<file path="config.mk">
export PLATFORM = sky130hd
export DESIGN_NAME = grid_paint_ctrl
export DESIGN_NICKNAME = d
export VERILOG_FILES = /design/src/rtl/grid_pkg.sv /design/src/rtl/grid_paint_ctrl_btn_conditioner.sv /design/src/rtl/grid_paint_ctrl.sv
export SDC_FILE = /design/constraint.sdc
export NUM_CORES = 1
export LEC_CHECK = 0
export ABC_AREA = 0
export BUFFER_PORTS_ARGS = -buffer_cell sky130_fd_sc_hd__buf_2
export CAP_MARGIN = 20
export CORE_ASPECT_RATIO = 1.25
export CORE_MARGIN = 2
export CORE_UTILIZATION = 62
export DETAILED_ROUTE_END_ITERATION = 10
export PLACE_DENSITY_LB_ADDON = 0.25
export SYNTH_ARGS = -nofsm -noshare
export SYNTH_HDL_FRONTEND = slang
export SYNTH_SLANG_ARGS = --single-unit
</file>
<file path="constraint.sdc">
create_clock -name clk -period 3 [get_ports clk]
set_input_delay 0.45 -clock clk [delete_from_list [all_inputs] [get_ports clk]]
set_output_delay 0.45 -clock clk [all_outputs]
set_load 0.05 [all_outputs]
</file>
<file path="src/rtl/grid_pkg.sv">
// Shared definitions for the 3x3 colour-grid controller.
//   NUM_CELLS / CELL_W : cell count and cell-index width
//   RGB_W, R/G/B       : pixel bus width and bit positions
//   state_t            : controller sequencing states
package grid_pkg;
    localparam int unsigned NUM_CELLS = 9;
    localparam int unsigned CELL_W    = 4;
    localparam int unsigned RGB_W     = 3;

    localparam int unsigned R = 0;
    localparam int unsigned G = 1;
    localparam int unsigned B = 2;

    typedef enum logic [1:0] {
        IDLE  = 2'd0,
        PAINT = 2'd1,
        CLEAR = 2'd2
    } state_t;
endpackage

</file>
<file path="src/rtl/grid_paint_ctrl_btn_conditioner.sv">
// Raw button conditioning: 2-FF synchroniser, debounce, rising-edge pulse.
//   clk, rst_n : pixel clock, async active-low reset
//   i_btn      : raw active-high button level
//   o_pulse    : one-cycle pulse on each accepted 0->1 transition
module btn_conditioner #(
    parameter int unsigned DEB_CYCLES = 250000
) (
    input  logic clk,
    input  logic rst_n,
    input  logic i_btn,
    output logic o_pulse
);
    localparam int unsigned    CNT_W    = (DEB_CYCLES > 1) ? $clog2(DEB_CYCLES) : 1;
    localparam logic [CNT_W-1:0] CNT_LAST = CNT_W'(DEB_CYCLES - 1);

    logic             r_sync1;
    logic             r_sync2;
    logic             r_level;
    logic             r_pulse;
    logic [CNT_W-1:0] r_cnt;

    // Level flips on the DEB_CYCLES-th consecutive differing sample; any agreeing sample restarts the count.
    always_ff @(posedge clk or negedge rst_n) begin
        if (!rst_n) begin
            r_sync1 <= 1'b0;
            r_sync2 <= 1'b0;
            r_level <= 1'b0;
            r_pulse <= 1'b0;
            r_cnt   <= '0;
        end else begin
            r_sync1 <= i_btn;
            r_sync2 <= r_sync1;
            r_pulse <= 1'b0;
            if (r_sync2 == r_level) begin
                r_cnt <= '0;
            end else if (r_cnt == CNT_LAST) begin
                r_cnt   <= '0;
                r_level <= r_sync2;
                r_pulse <= r_sync2;
            end else begin
                r_cnt <= r_cnt + CNT_W'(1);
            end
        end
    end

    assign o_pulse = r_pulse;
endmodule

</file>
<file path="src/rtl/grid_paint_ctrl.sv">
// 3x3 colour-grid controller: cell memory, cursor, paint/clear sequencing, pixel mux.
//   clk, rst_n               : 25 MHz pixel clock, async active-low reset
//   btn_next/prev/paint/clear: raw active-high buttons
//   colour_sel               : {b,g,r} paint colour
//   counter_x/y, in_display  : raster position from hvsync_generator
//   pixel                    : registered {b,g,r}, 1-cycle latency
//   cursor_pos               : current cursor cell 0..8
//   busy                     : high during the 9-cycle clear sweep
module grid_paint_ctrl
    import grid_pkg::*;
#(
    parameter int unsigned H_ACTIVE     = 640,
    parameter int unsigned V_ACTIVE     = 480,
    parameter int unsigned DEB_CYCLES   = 250000,
    parameter int unsigned BLINK_FRAMES = 30,
    parameter int unsigned BORDER       = 4
) (
    input  logic              clk,
    input  logic              rst_n,
    input  logic              btn_next,
    input  logic              btn_prev,
    input  logic              btn_paint,
    input  logic              btn_clear,
    input  logic [RGB_W-1:0]  colour_sel,
    input  logic [9:0]        counter_x,
    input  logic [9:0]        counter_y,
    input  logic              in_display,
    output logic [RGB_W-1:0]  pixel,
    output logic [CELL_W-1:0] cursor_pos,
    output logic              busy
);
    localparam logic [9:0] X1  = 10'(H_ACTIVE / 3);
    localparam logic [9:0] X2  = 10'(2 * H_ACTIVE / 3);
    localparam logic [9:0] XE  = 10'(H_ACTIVE - 1);
    localparam logic [9:0] Y1  = 10'(V_ACTIVE / 3);
    localparam logic [9:0] Y2  = 10'(2 * V_ACTIVE / 3);
    localparam logic [9:0] YE  = 10'(V_ACTIVE - 1);
    localparam logic [9:0] BRD = 10'(BORDER);

    localparam int unsigned       FR_W    = (BLINK_FRAMES > 1) ? $clog2(BLINK_FRAMES) : 1;
    localparam logic [FR_W-1:0]   FR_LAST = FR_W'(BLINK_FRAMES - 1);
    localparam logic [CELL_W-1:0] LAST_CELL = CELL_W'(NUM_CELLS - 1);

    logic w_ev_next, w_ev_prev, w_ev_paint, w_ev_clear;

    btn_conditioner #(.DEB_CYCLES(DEB_CYCLES)) u_btn_next  (.clk(clk), .rst_n(rst_n), .i_btn(btn_next),  .o_pulse(w_ev_next));
    btn_conditioner #(.DEB_CYCLES(DEB_CYCLES)) u_btn_prev  (.clk(clk), .rst_n(rst_n), .i_btn(btn_prev),  .o_pulse(w_ev_prev));
    btn_conditioner #(.DEB_CYCLES(DEB_CYCLES)) u_btn_paint (.clk(clk), .rst_n(rst_n), .i_btn(btn_paint), .o_pulse(w_ev_paint));
    btn_conditioner #(.DEB_CYCLES(DEB_CYCLES)) u_btn_clear (.clk(clk), .rst_n(rst_n), .i_btn(btn_clear), .o_pulse(w_ev_clear));

    state_t              r_state, w_state_nx;
    logic [CELL_W-1:0]   r_cursor, w_cursor_nx;
    logic [CELL_W-1:0]   r_clr_idx, w_clr_idx_nx;
    logic                r_busy, w_busy_nx;
    logic [RGB_W-1:0]    r_cells [NUM_CELLS];
    logic [RGB_W-1:0]    r_pixel;
    logic [FR_W-1:0]     r_frame;
    logic                r_blink;

    logic                w_we;
    logic [CELL_W-1:0]   w_waddr;
    logic [RGB_W-1:0]    w_wdata;

    // Next-state, cursor and cell write port; events only act in IDLE, highest priority wins.
    always_comb begin
        w_state_nx   = r_state;
        w_cursor_nx  = r_cursor;
        w_clr_idx_nx = r_clr_idx;
        w_busy_nx    = r_busy;
        w_we         = 1'b0;
        w_waddr      = r_cursor;
        w_wdata      = colour_sel;
        unique case (r_state)
            IDLE: begin
                if (w_ev_clear) begin
                    w_state_nx   = CLEAR;
                    w_clr_idx_nx = '0;
                    w_busy_nx    = 1'b1;
                end else if (w_ev_paint) begin
                    w_state_nx = PAINT;
                end else if (w_ev_next) begin
                    w_cursor_nx = (r_cursor == LAST_CELL) ? '0 : r_cursor + CELL_W'(1);
                end else if (w_ev_prev) begin
                    w_cursor_nx = (r_cursor == '0) ? LAST_CELL : r_cursor - CELL_W'(1);
                end
            end
            PAINT: begin
                w_we       = 1'b1;
                w_state_nx = IDLE;
            end
            CLEAR: begin
                w_we         = 1'b1;
                w_waddr      = r_clr_idx;
                w_wdata      = '0;
                w_clr_idx_nx = r_clr_idx + CELL_W'(1);
                if (r_clr_idx == LAST_CELL) begin
                    w_state_nx = IDLE;
                    w_busy_nx  = 1'b0;
                end
            end
            default: w_state_nx = IDLE;
        endcase
    end

    // Controller state and cell memory.
    always_ff @(posedge clk or negedge rst_n) begin
        if (!rst_n) begin
            r_state   <= IDLE;
            r_cursor  <= '0;
            r_clr_idx <= '0;
            r_busy    <= 1'b0;
            r_cells   <= '{default: '0};
        end else begin
            r_state   <= w_state_nx;
            r_cursor  <= w_cursor_nx;
            r_clr_idx <= w_clr_idx_nx;
            r_busy    <= w_busy_nx;
            if (w_we) begin
                r_cells[w_waddr] <= w_wdata;
            end
        end
    end

    // Frame counter and blink phase, advanced once per frame start.
    always_ff @(posedge clk or negedge rst_n) begin
        if (!rst_n) begin
            r_frame <= '0;
            r_blink <= 1'b0;
        end else if (counter_x == '0 && counter_y == '0) begin
            if (r_frame == FR_LAST) begin
                r_frame <= '0;
                r_blink <= ~r_blink;
            end else begin
                r_frame <= r_frame + FR_W'(1);
            end
        end
    end

    logic [1:0]        w_col, w_row;
    logic [9:0]        w_x_lo, w_x_hi, w_y_lo, w_y_hi;
    logic              w_border;
    logic [CELL_W-1:0] w_cell;
    logic [RGB_W-1:0]  w_hl;
    logic [RGB_W-1:0]  w_pixel_nx;

    // Cell decode with the cell's own bounds, so the border test is a distance to either edge.
    always_comb begin
        w_col  = 2'd2;
        w_x_lo = X2;
        w_x_hi = XE;
        if (counter_x < X1) begin
            w_col  = 2'd0;
            w_x_lo = '0;
            w_x_hi = X1 - 10'd1;
        end else if (counter_x < X2) begin
            w_col  = 2'd1;
            w_x_lo = X1;
            w_x_hi = X2 - 10'd1;
        end
        w_row  = 2'd2;
        w_y_lo = Y2;
        w_y_hi = YE;
        if (counter_y < Y1) begin
            w_row  = 2'd0;
            w_y_lo = '0;
            w_y_hi = Y1 - 10'd1;
        end else if (counter_y < Y2) begin
            w_row  = 2'd1;
            w_y_lo = Y1;
            w_y_hi = Y2 - 10'd1;
        end
        w_border = ((counter_x - w_x_lo) < BRD) || ((w_x_hi - counter_x) < BRD) ||
                   ((counter_y - w_y_lo) < BRD) || ((w_y_hi - counter_y) < BRD);
        w_cell   = ({2'b00, w_row} * 4'd3) + {2'b00, w_col};

        w_hl    = '0;
        w_hl[R] = 1'b1;
        w_hl[G] = 1'b1;
        w_hl[B] = 1'b1;

        if (!in_display) begin
            w_pixel_nx = '0;
        end else if (w_cell == r_cursor && w_border && r_blink) begin
            w_pixel_nx = w_hl;
        end else begin
            w_pixel_nx = r_cells[w_cell];
        end
    end

    // Registered pixel output.
    always_ff @(posedge clk or negedge rst_n) begin
        if (!rst_n) begin
            r_pixel <= '0;
        end else begin
            r_pixel <= w_pixel_nx;
        end
    end

    assign pixel      = r_pixel;
    assign cursor_pos = r_cursor;
    assign busy       = r_busy;
endmodule
</file>
==> summary.txt, run 1 <==
Finish
  – Final nets: 989
  – Most common cell after layout, fill and taps aside: dfrtp_1
  – Finished Cell Area: 0.009500 mm²
  – Antenna cells: 0
  – Final std cells w/o fill: 1093
  – Final Util: 78.12%
  – Syn-to-layout area delta: 22.47%
  – Layout cells sized above 1: 24.33%
  – Fill cells: 782
  – Most frequent cells in the layout: 135 x dfrtp_1, 106 x nor2_1, 85 x buf_4, 60 x nand2_1, 45 x inv_1

Yosys
  – Post-synth top flop: dfrtp_1
  – Post-synthesis cell type count: 61
  – Post-Syn Nets: 868
  – Synthesized area: 0.007757 mm²
  – Async S/R FF share, synth: 100.0%
  – EDFF count, synth: 0
  – Top-area cell type share of the netlist area: 43.55%
  – Avg Cell Area, Syn: 9.746 µm²
  – Ys Warns: 0
  – Synth top area cells: dfrtp_1 44%, ha_1 6.1%, nor2_1 5.1%, mux2_2 4.9%, xor2_1 4.9%
  – Sequential-to-total area share from yosys stat: 43.55%
  – #FFs+latches synth: 135
  – Post-Syn Instances: 796
  – Cell taking the most area after synthesis: dfrtp_1

Die
  – Starting Density: 63.79%
  – I/O pin count: 38
  – Core box area: 0.01216 mm²
  – Die width: 104.0 µm
  – Core Rows: 45
  – Die height: 129.1 µm
  – Die Area: 0.01343 mm²

Clock tree
  – CTS root buf: clkbuf_16
  – H-tree lvl count: 4
  – Hold Buf Count CTS: 0
  – Clk slew on worst S/H paths: 0.06 ns
  – TritonCTS clock tree: yes
  – Bufs on Longest Clock Path: 2
  – Clk_lat worst skew: 0.41 ns
  – CTS Buf Count: 17
  – Clk sinks: 135

Placed design
  – Placed insts: 1060
  – Area after DPL: 0.008771 mm²
  – Post-DP HPWL: 12.66 mm
  – I/O Buffers: 37
  – GP Congestion: 0.9930

Pwr
  – Internal power: 3.579 mW
  – Final Power: 4.715 mW
  – Logic pwr share: 16.0%
  – Leak pwr: 4.376 nW
  – Switching power total: 1.136 mW
  – Pwr dens: 496.2 mW/mm²
  – Flop pwr share: 40.1%
  – Clock share of power: 43.9%
  – Sw Share: 24.09%
  – Peak supply drop: 0.5698 mV

Worst setup path
  – Crit path kind: input port to flip-flop
  – Crit Path Max Fanout: 5
  – Crit end category: flip-flop
  – Crit path capture: pixel[1]$_DFF_PN0_
  – Worst R2R Setup Slack: 0.67 ns
  – Worst setup SP type: input port
  – Worst R2R Start: u_btn_next.r_cnt[4]$_DFF_PN0_
  – Reg2reg end: u_btn_next.r_cnt[15]$_DFF_PN0_
  – Critical path origin: counter_x[6]
  – Register-to-Register Path Depth: 5
  – CP required: 3.28 ns
  – Worst EP arrival: 3.30 ns

Timing
  – Slew headroom: 47.03%
  – Fin crit share: 100.9%
  – Layout Skew: 0.006420 ns
  – Fmax: 0.3304 GHz
  – Slew Limit Fails: 0
  – Final hold violations: 0
  – Crit path time final: 3.027 ns
  – Min Hold Slack: 0.05997 ns
  – PnR worst setup slack: -0.02660 ns
  – RSZ-0062 raised after global routing: true
  – Final setup fails: 1
  – Worst-Margin Slew: 0.7930 ns

GRT
  – Congestion Overflow GR: 0
  – GRT Total Usage: 28.05%
  – Initial antenna violation count: 0
  – Vias in the first global route: 6656
  – Largest net degree at the start of global routing: 52
  – First-pass GRT wire length: 30.35 mm

Routing
  – Final WL: 17.76 mm
  – Final antenna-violating net count: 0
  – First-pass detailed-route iteration total: 5
  – Routed vias: 6326
  – Starting DRT DRC Count: 384
  – Via density: 5.788
  – DR WL/cell: 16.25 µm
  – DRC: 0

Outcome
  – Outcome: complete, but fails checks
  – Failing checks: setup timing

Min path
  – Worst hold path type: input port to asynchronous set/reset pin

Job
  – Max-cap violations: 0
critical path, cell delays in order:
cell and delay, ns:
buf_8 0.10, nor4_4 0.25, a2111o_1 0.14, and2_4 0.19
inv_4 0.05, fa_1 0.49, ha_2 0.18, inv_2 0.04
fa_2 0.64, mux2_4 0.33, a22o_4 0.23, o21ai_2 0.14
a31oi_1 0.05
layout make-up:
cell class              count  area [µm²]  share of cell area, %
well taps                 164       205.2                  2.160
flip-flops and latches    135        3378                  35.56
clock buffers              22       464.2                  4.886
repair buffers            120       844.6                  8.890
multi-input cells         596        4304                  45.30
inverters                  47       178.9                  1.883
clock inverters             9       125.1                  1.317
worst min path at each step:
stage | from | end | slack [ns] | cells after the start
floorplan | rst_n | busy$_DFFE_PN0P_ | 0.15 | 0
global placement | u_btn_paint.r_sync1$_DFF_PN0_ | u_btn_paint.r_sync2$_DFF_PN0_ | 0.33 | 0
detailed placement | u_btn_next.r_sync1$_DFF_PN0_ | u_btn_next.r_sync2$_DFF_PN0_ | 0.34 | 0
CTS | rst_n | u_btn_prev.r_cnt[7]$_DFF_PN0_ | 0.08 | 1
global route | rst_n | u_btn_prev.r_cnt[7]$_DFF_PN0_ | 0.11 | 1
finish | rst_n | u_btn_prev.r_cnt[7]$_DFF_PN0_ | 0.06 | 1
state kept, by name, indices dropped and copies added (netlist names), 4 cells and up:
register / flops
r_frame: 5
r_cells: 27
cursor_pos: 4
u_btn_paint.r_cnt: 18
u_btn_prev.r_cnt: 18
r_clr_idx: 4
u_btn_next.r_cnt: 18
u_btn_clear.r_cnt: 18
metrics by stage:
| stage | TNS, ns | setup WS, ns |
|---|---|---|
| after global routing | -0.2507 | -0.09722 |
| after detailed placement | -1.662 | -0.5620 |
| after floorplan | -0.5471 | -0.1831 |
| final | -0.02660 | -0.02660 |
| after CTS | 0 | 0.002949 |
| after global placement | -1.141 | -0.3844 |
logic make-up after synthesis:
family / synth area share [%]
DFF: 43.55
buffers and inverters: 3.145
xor gates and xnor gates: 8.581
AOI/OAI and AO/OA: 10.76
adders and majority gates: 7.161
and+or+nand+nor: 19.61
muxes: 7.194
what timing repair did:
item,in CTS,in global routing
setup buffers,2,0
pin swaps,8,12
endpoints found under the setup margin,3,3
gates resized for setup,5,21
synth_stat cells (all sizes together), types with 4 or more instances:
cell,count
and3,18
xnor2,33
o21ai,31
a22o,5
a21o,8
nand2b,4
o21a,4
dfrtp,135
nand2,61
or3,7
clkbuf,16
nor4b,5
or4b,4
mux4,6
nor3,19
nand3b,4
nor4,12
nand3,44
a21oi,23
ha,38
fa,4
inv,47
nor3b,4
a31oi,5
nor2b,12
a211o,4
o32ai,4
mux2,34
xor2,43
nor2,106
a211oi,9
nand4,8
mux2i,4
power groups by stage:
stage	clock network [mW]	registers [mW]	logic [mW]
floorplan	0	1.93	0.409
global placement	0	1.92	0.673
detailed placement	0	1.92	0.702
CTS	2.09	1.89	0.725
global route	2.17	1.89	0.829
finish	2.07	1.89	0.756
per-layer routing:
metal | vias to the layer above | wire length, µm | global-route usage, %
li1 | 3034 | - | -
met1 | 3103 | 7025 | 31.22
met2 | 141 | 9597 | 52.94
met3 | 48 | 558 | 4.980
met4 | 0 | 576 | 12.16
met5 | - | 0 | 0
Note: power is estimated with default switching activity, not from simulation.
==> run 2: changes to the inputs <==
--- a/config.mk
+++ b/config.mk
@@ -16,3 +16,4 @@
 export SYNTH_ARGS = -nofsm -noshare
 export SYNTH_HDL_FRONTEND = slang
 export SYNTH_SLANG_ARGS = --single-unit
+export TNS_END_PERCENT = 20
==> summary.txt, run 2 (same netlist as run 1, synthesis figures left out) <==
Outcome
  – Outcome: complete, but fails checks
  – Failing checks: setup timing

Routing
  – Via density: 5.928 (+2.4%)
  – Routed vias: 6503 (+2.8%)
  – Final antenna-violating net count: 0 (unchanged)
  – DRC: 0 (unchanged)
  – DR WL/cell: 16.87 µm (+3.8%)
  – Final WL: 18.51 mm (+4.2%)
  – Starting DRT DRC Count: 493 (+28%)
  – First-pass detailed-route iteration total: 5 (unchanged)

Finish
  – Max FFs per register: 27 (unchanged)
  – Most common cell after layout, fill and taps aside: dfrtp_1
  – Layout cells sized above 1: 25.08% (+0.75 points)
  – Final nets: 992 (+0.30%)
  – Syn-to-layout area delta: 23.06%
  – Final Util: 78.50% (+0.38 points)
  – Most frequent cells in the layout: 135 x dfrtp_1, 106 x nor2_1, 87 x buf_4, 60 x nand2_1, 45 x inv_1
  – Final std cells w/o fill: 1097 (+0.37%)
  – Reg with most FFs: r_cells
  – Fill cells: 768 (-1.8%)
  – Antenna cells: 0 (unchanged)

GRT
  – Most Used Layer, Global Route: met2
  – First-pass GRT wire length: 30.53 mm (+0.61%)
  – GRT met1 Usage: 31.32% (+0.10 points)
  – Largest net degree at the start of global routing: 53 (+1.9%)
  – GRT Total Usage: 28.20% (+0.15 points)
  – GR Util met3: 5.332% (+0.35 points)
  – Grt met2 use: 52.13% (-0.81 points)
  – Initial antenna violation count: 0 (unchanged)
  – Vias in the first global route: 6708 (+0.78%)
  – Congestion Overflow GR: 0 (unchanged)

Pwr
  – Leak pwr: 4.389 nW (+0.30%)
  – Peak supply drop: 0.4819 mV (-15%)
  – Pwr dens: 494.8 mW/mm² (-0.29%)

Placed design
  – GP Congestion: 0.8882 (-11%)
  – Post-DP HPWL: 13.14 mm (+3.8%)
  – I/O Buffers: 37 (unchanged)
  – Placed insts: 1061 (+0.094%)

Timing
  – RSZ-0062 raised after global routing: true
  – Final hold violations: 0 (unchanged)
  – Final setup fails: 2 (+1)
  – Fin crit share: 100.7% (-0.22 points)
  – Slew headroom: 51.05% (+4.0 points)
  – Worst-Margin Slew: 0.7328 ns (-0.06019 ns)
  – PnR worst setup slack: -0.01986 ns (+0.006744 ns)
  – Fmax: 0.3311 GHz (+0.22%)
  – Crit path time final: 3.020 ns (-0.006744 ns)
  – Layout Skew: 0.007605 ns (+0.001185 ns)
  – Slew Limit Fails: 0 (unchanged)

Clock tree
  – Clk slew on worst S/H paths: 0.06 ns (about the same)
  – Bufs on Longest Clock Path: 2 (unchanged)
  – Clk sinks: 135 (unchanged)
  – CTS root buf: clkbuf_16
  – Hold Buf Count CTS: 0 (unchanged)
  – CTS Buf Count: 17 (unchanged)
  – Clk_lat worst skew: 0.42 ns (about the same)
  – TritonCTS clock tree: yes
  – H-tree lvl count: 4 (unchanged)

Worst setup path
  – CP required: 3.33 ns (+0.05 ns)
  – Worst EP arrival: 3.35 ns (+0.05 ns)
  – Crit path kind: input port to flip-flop
  – Crit Path Max Fanout: 5 (unchanged)
  – Crit end category: flip-flop
  – Worst setup SP type: input port

Die
  – Die Area: 0.01343 mm² (unchanged)
  – Starting Density: 63.79% (unchanged)
  – Core Rows: 45 (unchanged)
  – Die height: 129.1 µm (unchanged)
  – Core box area: 0.01216 mm² (unchanged)
  – I/O pin count: 38 (unchanged)
  – Die width: 104.0 µm (unchanged)

Min path
  – Worst hold path type: input port to asynchronous set/reset pin

Job
  – Max-cap violations: 0 (unchanged)
-- run 2: per-layer routing --
layer | vias up | wire, µm | share of wire [%]
met5 | - | 0 | 0
met4 | 0 | 707 | 3.8
met3 | 65 | 709 | 3.8
met2 | 193 | 10040 | 54
met1 | 3201 | 7050 | 38
li1 | 3044 | - | -
-- run 2: where the power goes --
part | internal [mW] | leakage [nW] | total [mW] | switching, mW
combinational | 0.380 | 2.33 | 0.769 | 0.389
clock | 1.24 | 0.278 | 2.06 | 0.827
sequential | 1.86 | 1.78 | 1.89 | 0.0271
total | 3.48 | 4.39 | 4.72 | 1.24
-- run 2: critical path: stages --
cell,delay (ns)
buf_2,0.13
inv_1,0.07
a2111o_1,0.40
and2_4,0.19
inv_4,0.07
fa_1,0.42
ha_2,0.19
inv_2,0.05
fa_2,0.49
buf_4,0.18
xnor2_2,0.13
nor4_2,0.20
buf_4,0.18
o21ai_1,0.06
a31oi_1,0.15
-- run 2: timing repair --
| action | 4_1_cts | 5_1_grt |
|---|---|---|
| setup endpoints to repair | 3 | 3 |
| cloned | 0 | 0 |
| setup buffers | 0 | 4 |
| resized for setup | 3 | 28 |
| pin swaps | 1 | 14 |
-- run 2: stage by stage --
step | area, µm² | hold WS (ns) | total power, mW | setup WS, ns | TNS [ns]
floorplan | 7828 | 0.1544 | 2.338 | -0.1831 | -0.5471
global placement | 8778 | 0.3315 | 2.589 | -0.3881 | -1.154
detailed placement | 8778 | 0.3397 | 2.627 | -0.5357 | -1.585
CTS | 9393 | 0.07138 | 4.693 | 0.007843 | 0
global route | 9547 | 0.1033 | 4.897 | -0.1851 | -0.5178
finish | 9547 | 0.04568 | 4.724 | -0.01986 | -0.02931
-- run 2: final cells by class --
cell class | count | area [µm²] | share of cell area [%]
clock buffers | 17 | 425.4 | 4.456
repair buffers | 123 | 864.6 | 9.056
multi-input cells | 596 | 4329 | 45.35
well taps | 164 | 205.2 | 2.149
inverters | 47 | 178.9 | 1.874
clock inverters | 15 | 165.2 | 1.730
flip-flops and latches | 135 | 3378 | 35.39
-- run 2: worst paths after layout --
kind / start / end / slack (ns) / cells after the start
setup / recovery: counter_x[7] / pixel[2]$_DFF_PN0_ / -0.02 / 15
hold / removal: rst_n / u_btn_prev.r_cnt[4]$_DFF_PN0_ / 0.05 / 1
setup reg to reg: u_btn_next.r_cnt[6]$_DFF_PN0_ / u_btn_next.r_cnt[6]$_DFF_PN0_ / 0.60 / 5
hold reg to reg: u_btn_prev.r_sync1$_DFF_PN0_ / u_btn_prev.r_sync2$_DFF_PN0_ / 0.35 / 0
max in group asynchronous: rst_n / cursor_pos[2]$_DFFE_PN0P_ / 2.18 / 2
min in group clk: btn_clear / u_btn_clear.r_sync1$_DFF_PN0_ / 0.14 / 1
